**src/rtl/gf64_reduce_pipe.sv**
```systemverilog
// gf64_reduce_pipe
//
// Two-stage pipelined reduction of a 127-bit carry-less product (degree <= 126)
// into GF(2^64), modulo P(x) = x^64 + x^4 + x^3 + x + 1.
//
// Stage 1 folds the upper 63 coefficients down once, which leaves a 67-bit
// remainder. Stage 2 folds the 3 leftover high bits. The second fold cannot
// overflow because its largest term is x^6.
//
// Optional feature macro: GF64_RED_ACC_EN
//   When defined, the block adds an in_acc_clr port and a 64-bit accumulator.
//   Each result is red ^ acc, or just red when the beat carried in_acc_clr.
//   The result is written back to acc. This gives GHASH-style chaining.
//
// Ports:
//   clk         rising-edge clock
//   rst         synchronous active-high reset
//   in_valid    in_data holds a product
//   in_ready    block accepts the product this cycle
//   in_data     [126:0] carry-less product, bit i = coeff of x^i
//   in_acc_clr  (GF64_RED_ACC_EN only) start a new accumulation with this beat
//   out_valid   out_data is valid
//   out_ready   consumer takes out_data this cycle
//   out_data    [63:0] reduced element, bit i = coeff of x^i
//
// Handshake: a beat transfers on any rising edge where valid && ready are both
// high. A producer holding valid keeps its data stable until the transfer.
// in_ready depends combinationally on out_ready and rst, never on in_valid.
// out_data holds steady while out_valid && !out_ready.

module gf64_reduce_pipe (
  input  logic         clk,
  input  logic         rst,
  input  logic         in_valid,
  output logic         in_ready,
  input  logic [126:0] in_data,
`ifdef GF64_RED_ACC_EN
  input  logic         in_acc_clr,
`endif
  output logic         out_valid,
  input  logic         out_ready,
  output logic [63:0]  out_data
);

  logic        s1_valid;
  logic [66:0] s1_data;
  logic        s2_valid;
  logic [63:0] s2_data;
  logic        s1_adv;
  logic        s2_adv;
  logic [62:0] h;
  logic [66:0] r1;
  logic [2:0]  e;
  logic [63:0] red;
  logic [63:0] s2_next;

`ifdef GF64_RED_ACC_EN
  logic        s1_clr;
  logic [63:0] acc;
`endif

  // Fold 1: x^64 == x^4 + x^3 + x + 1, applied to the whole upper half.
  always_comb begin
    h  = in_data[126:64];
    r1 = {3'b000, in_data[63:0]}
       ^ {4'b0000, h}
       ^ {3'b000, h, 1'b0}
       ^ {1'b0, h, 3'b000}
       ^ {h, 4'b0000};
  end

  // Fold 2: only bits 66..64 can remain set after fold 1.
  always_comb begin
    e   = s1_data[66:64];
    red = s1_data[63:0]
        ^ {61'd0, e}
        ^ {60'd0, e, 1'b0}
        ^ {58'd0, e, 3'b000}
        ^ {57'd0, e, 4'b0000};
  end

`ifdef GF64_RED_ACC_EN
  assign s2_next = red ^ (s1_clr ? 64'd0 : acc);
`else
  assign s2_next = red;
`endif

  // A stage may advance when it is empty or its successor is advancing.
  // Chaining the two terms lets a full pipe still accept while it drains.
  assign s2_adv    = !s2_valid || out_ready;
  assign s1_adv    = !s1_valid || s2_adv;
  // Beats offered during reset are accepted and then dropped by the reset.
  assign in_ready  = s1_adv || rst;
  assign out_valid = s2_valid;
  assign out_data  = s2_data;

  always_ff @(posedge clk) begin
    if (rst) begin
      s1_valid <= 1'b0;
      s1_data  <= 67'd0;
      s2_valid <= 1'b0;
      s2_data  <= 64'd0;
`ifdef GF64_RED_ACC_EN
      s1_clr   <= 1'b0;
      acc      <= 64'd0;
`endif
    end else begin
      if (s1_adv) begin
        s1_valid <= in_valid;
        if (in_valid) begin
          s1_data <= r1;
`ifdef GF64_RED_ACC_EN
          s1_clr  <= in_acc_clr;
`endif
        end
      end
      if (s2_adv) begin
        s2_valid <= s1_valid;
        if (s1_valid) begin
          s2_data <= s2_next;
`ifdef GF64_RED_ACC_EN
          acc     <= s2_next;
`endif
        end
      end
    end
  end

endmodule

```
**config.mk**
```make
export PLATFORM = sky130hd
export DESIGN_NAME = gf64_reduce_pipe
export DESIGN_NICKNAME = d
export VERILOG_FILES = /design/src/rtl/gf64_reduce_pipe.sv
export SDC_FILE = /design/constraint.sdc
export NUM_CORES = 1
export LEC_CHECK = 0
export ABC_CLOCK_PERIOD_IN_PS = 2100
export CORE_MARGIN = 1
export CORE_UTILIZATION = 42
export DETAILED_ROUTE_END_ITERATION = 10
export HOLD_SLACK_MARGIN = 0.06
export PLACE_DENSITY = 0.69
export SYNTH_ARGS = -nofsm -noshare
export SYNTH_HDL_FRONTEND = slang
export SYNTH_SLANG_ARGS = --single-unit
```
**constraint.sdc**
```tcl
create_clock -name clk -period 2.1 [get_ports clk]
set_clock_uncertainty 0.2 [all_clocks]
set_input_delay 0.525 -clock clk [delete_from_list [all_inputs] [get_ports clk]]
set_output_delay 0.525 -clock clk [all_outputs]
set_load 0.01 [all_outputs]
```
==> summary.txt <==
Status
  – Status: finished, final reports clean

Clock tree
  – CTS H-Tree Depth: 4
  – Hold_buf cts: 0
  – Number of buffers created by CTS: 17
  – CTS tree: done
  – Clock Latency Late Sink: 0.41 ns
  – Post-CTS setup buffer count: 0
  – Clock sink count: 133
  – CTS Buffer Depth: 2
  – Root Driver: clkbuf_16
  – Clock slew at reported path FFs: 0.05 ns

STA
  – Final hold vios: 0
  – Headroom to the max-slew limit: 62.8%
  – Fin crit share: 98.0%
  – Slew Viols, Final: 0
  – Final setup vio count: 0
  – Max Fclk: between 400 and 500 MHz
  – Unrepaired setup endpoints after global routing: no
  – Final Worst Setup Slack: 0.0411 ns
  – Period minus WS final: about 2.1 ns
  – Worst slew pin tran: 0.557 ns
  – Final TNS setup: 0 ns

Run
  – Max cap viols: 0

Setup path
  – Critical Path AT: 1.33 ns
  – Worst path required time: 1.37 ns
  – Max incr delay on CP: 0.60 ns
  – Worst setup SP type: flip-flop
  – CP bufs+invs: 1
  – Largest delay contributor family on the critical path: buffers and inverters
  – Kind of critical path: flip-flop to output pin
  – Worst path cell trace: clkdlybuf4s50_1
  – Setup crit end kind: output pin
  – Crit path max-delay cell type: clkdlybuf4s50_1
  – Crit Path Max Fanout: 2

Place
  – Global placement routability congestion: 0.861
  – Final HPWL DP: between 10000 and 15000 um
  – Buffers on Ports: 196
  – Place WS: -0.573 ns

Global routing
  – Vias in the first global route: 6010
  – Pin count of the biggest net entering global routing: 64
  – First-pass GRT wire length: between 20000 and 30000 um
  – Antenna violations before repair: 0
  – GRT Util Overall: 22.2%
  – Gr ovfl total: 0

Floorplan
  – Die height: 130 um
  – Starting density of the core: 43.1%
  – Die area: around 17000 sq um
  – I/O pins: 197
  – Core Area: approximately 16000 sq um
  – Die width: approximately 130 um
  – Num rows: 46

Synth
  – Seq cells post-synth: 133
  – Synthesized cell area: 6870 sq um
  – Cell taking the most area after synthesis: dfxtp_1
  – Top cells by area, synth: dfxtp_1, xnor3_1, xor2_1, o2bb2ai_1, a21oi_1
  – Yosys cell types: 25
  – Register area share after synthesis: 38.8%
  – Synth Instances: 615
  – Avg Synthesized Cell Area: 11.2 sq um
  – Synth Net Count: between 700 and 800
  – Yosys top cell area share: 38.8%
  – YS warnings: 0

Power
  – Power Dens Cells: 727 nW/um^2
  – Overall Power: 0.00722 W
  – Leak: 4.09 nW
  – Peak supply drop: 0.567 mV

Detailed routing
  – Initial DRC Count: 307
  – DRT Wirelength: 18200 um
  – Wire per inst: between 15 and 20 um
  – Via/cell ratio: 5.22
  – Remaining antenna violation count: 0
  – Vias: 5546
  – TritonRoute pass-1 iters: 5
  – DRC viols: 0

Cells and area
  – NumNets Final: just under 1000
  – Syn-to-layout area delta: 44.8%
  – Fraction of layout cells with a size suffix above 1: between 10% and 20%
  – N_diodes: 0
  – Core Util, Final: just over 60%

Worst hold path
  – Hold Path Class: flip-flop to flip-flop
## layout by cell type (no fill, tap or decap)
cell and n:
and3b_4 1, buf_4 49, dfxtp_1 132, a211oi_1 5
a21oi_1 74, clkdlybuf4s50_1 189, xnor3_1 52, o2bb2ai_1 49
inv_1 1, buf_12 7, nor2_1 1, a311oi_1 2
dlymetal6s2s_1 3, clkbuf_8 3, nand3_1 65, nand2b_1 1
inv_4 1, xor3_1 14, o21ai_0 65, clkbuf_1 6
nand2b_2 1, o2bb2ai_2 10, clkinvlp_4 1, bufinv_16 1
xor2_1 64, or3_2 1, dlygate4sd2_1 1, xnor2_1 22
dfxtp_2 1, clkbuf_16 17, clkdlybuf4s15_1 1, nand3b_2 1
a21oi_4 1, buf_2 2, nor2b_4 1, clkinv_2 2
## path summary, 6_finish.rpt
kind | from | endpoint | slack, ns | depth (start not counted)
setup reg to reg | out_valid$_SDFFE_PP0P_ | s1_data[61]$_SDFFE_PP0P_ | 0.30 | 5
setup / recovery | out_data[5]$_SDFFE_PP0P_ | out_data[5] | 0.04 | 1
hold reg to reg | s1_data[37]$_SDFFE_PP0P_ | s1_data[37]$_SDFFE_PP0P_ | 0.27 | 1
hold / removal | s1_data[37]$_SDFFE_PP0P_ | s1_data[37]$_SDFFE_PP0P_ | 0.27 | 1
## layout make-up
| type | instances | area, sq um |
|---|---|---|
| Clock buffer | 26 | 489 |
| Clock inverter | 4 | 47.5 |
| Fill cell | 1298 | 6000 |
| Inverter | 2 | 10.0 |
| Multi-Input combinational cell | 430 | 3990 |
| Sequential cell | 133 | 2660 |
| Tap cell | 216 | 270 |
| Timing Repair Buffer | 252 | 2470 |
## metrics by stage
step                instance area [sq um]  std cells  hold WS (ns)
CTS                                  9930       1063         0.268
floorplan                            6870        615         0.232
global placement                     9400       1033         0.246
detailed placement                   9400       1033         0.252
finish                               9940       1063         0.266
global route                         9940       1063         0.277
## synth_stat cells
| library cell | instances |
|---|---|
| a211oi_1 | 5 |
| a21oi_1 | 74 |
| a21oi_2 | 1 |
| a311oi_1 | 2 |
| and3b_4 | 1 |
| buf_1 | 4 |
| buf_2 | 3 |
| buf_4 | 2 |
| buf_6 | 3 |
| clkbuf_1 | 38 |
| dfxtp_1 | 133 |
| inv_1 | 2 |
| nand2b_1 | 2 |
| nand3_1 | 65 |
| nand3b_2 | 1 |
| nor2_1 | 1 |
| nor2b_1 | 1 |
| o21ai_0 | 65 |
| o2bb2ai_1 | 49 |
| o2bb2ai_2 | 10 |
| or3_1 | 1 |
| xnor2_1 | 22 |
| xnor3_1 | 52 |
| xor2_1 | 64 |
| xor3_1 | 14 |
## kinds of logic (layout without fill, tap and decap cells)
| kind of cell | after synthesis | count (layout) | synth area share, % |
|---|---|---|---|
| compound gates | 206 | 206 | 19.5 |
| xor+xnor | 152 | 152 | 32.9 |
| simple gates | 72 | 72 | 5.50 |
| buf+inv | 52 | 284 | 3.34 |
| flops | 133 | 133 | 38.8 |
## registers in the layout (all words and copies together), names as in the netlist
signal     flops
out_data      64
out_valid      1
s1_data       67
s1_valid       1
## where the power goes
group | internal (W) | switching (W) | total, W
combinational | 0.000996 | 0.000652 | 0.00165
sequential | 0.00274 | 0.000132 | 0.00287
clock | 0.00170 | 0.00100 | 0.00271
## per-layer routing
layer  track usage, %  wire length (um)
met1             24.9              7260
met2             40.0              9270
met3             7.34              1490
met4             6.02               135
met5                0                 0
## what timing repair did
item,CTS,global route
cloned,0,0
endpoints found under the setup margin,61,9
gates resized for setup,6,6
hold endpoints to repair,0,0
(Power assumes the default switching activity.)
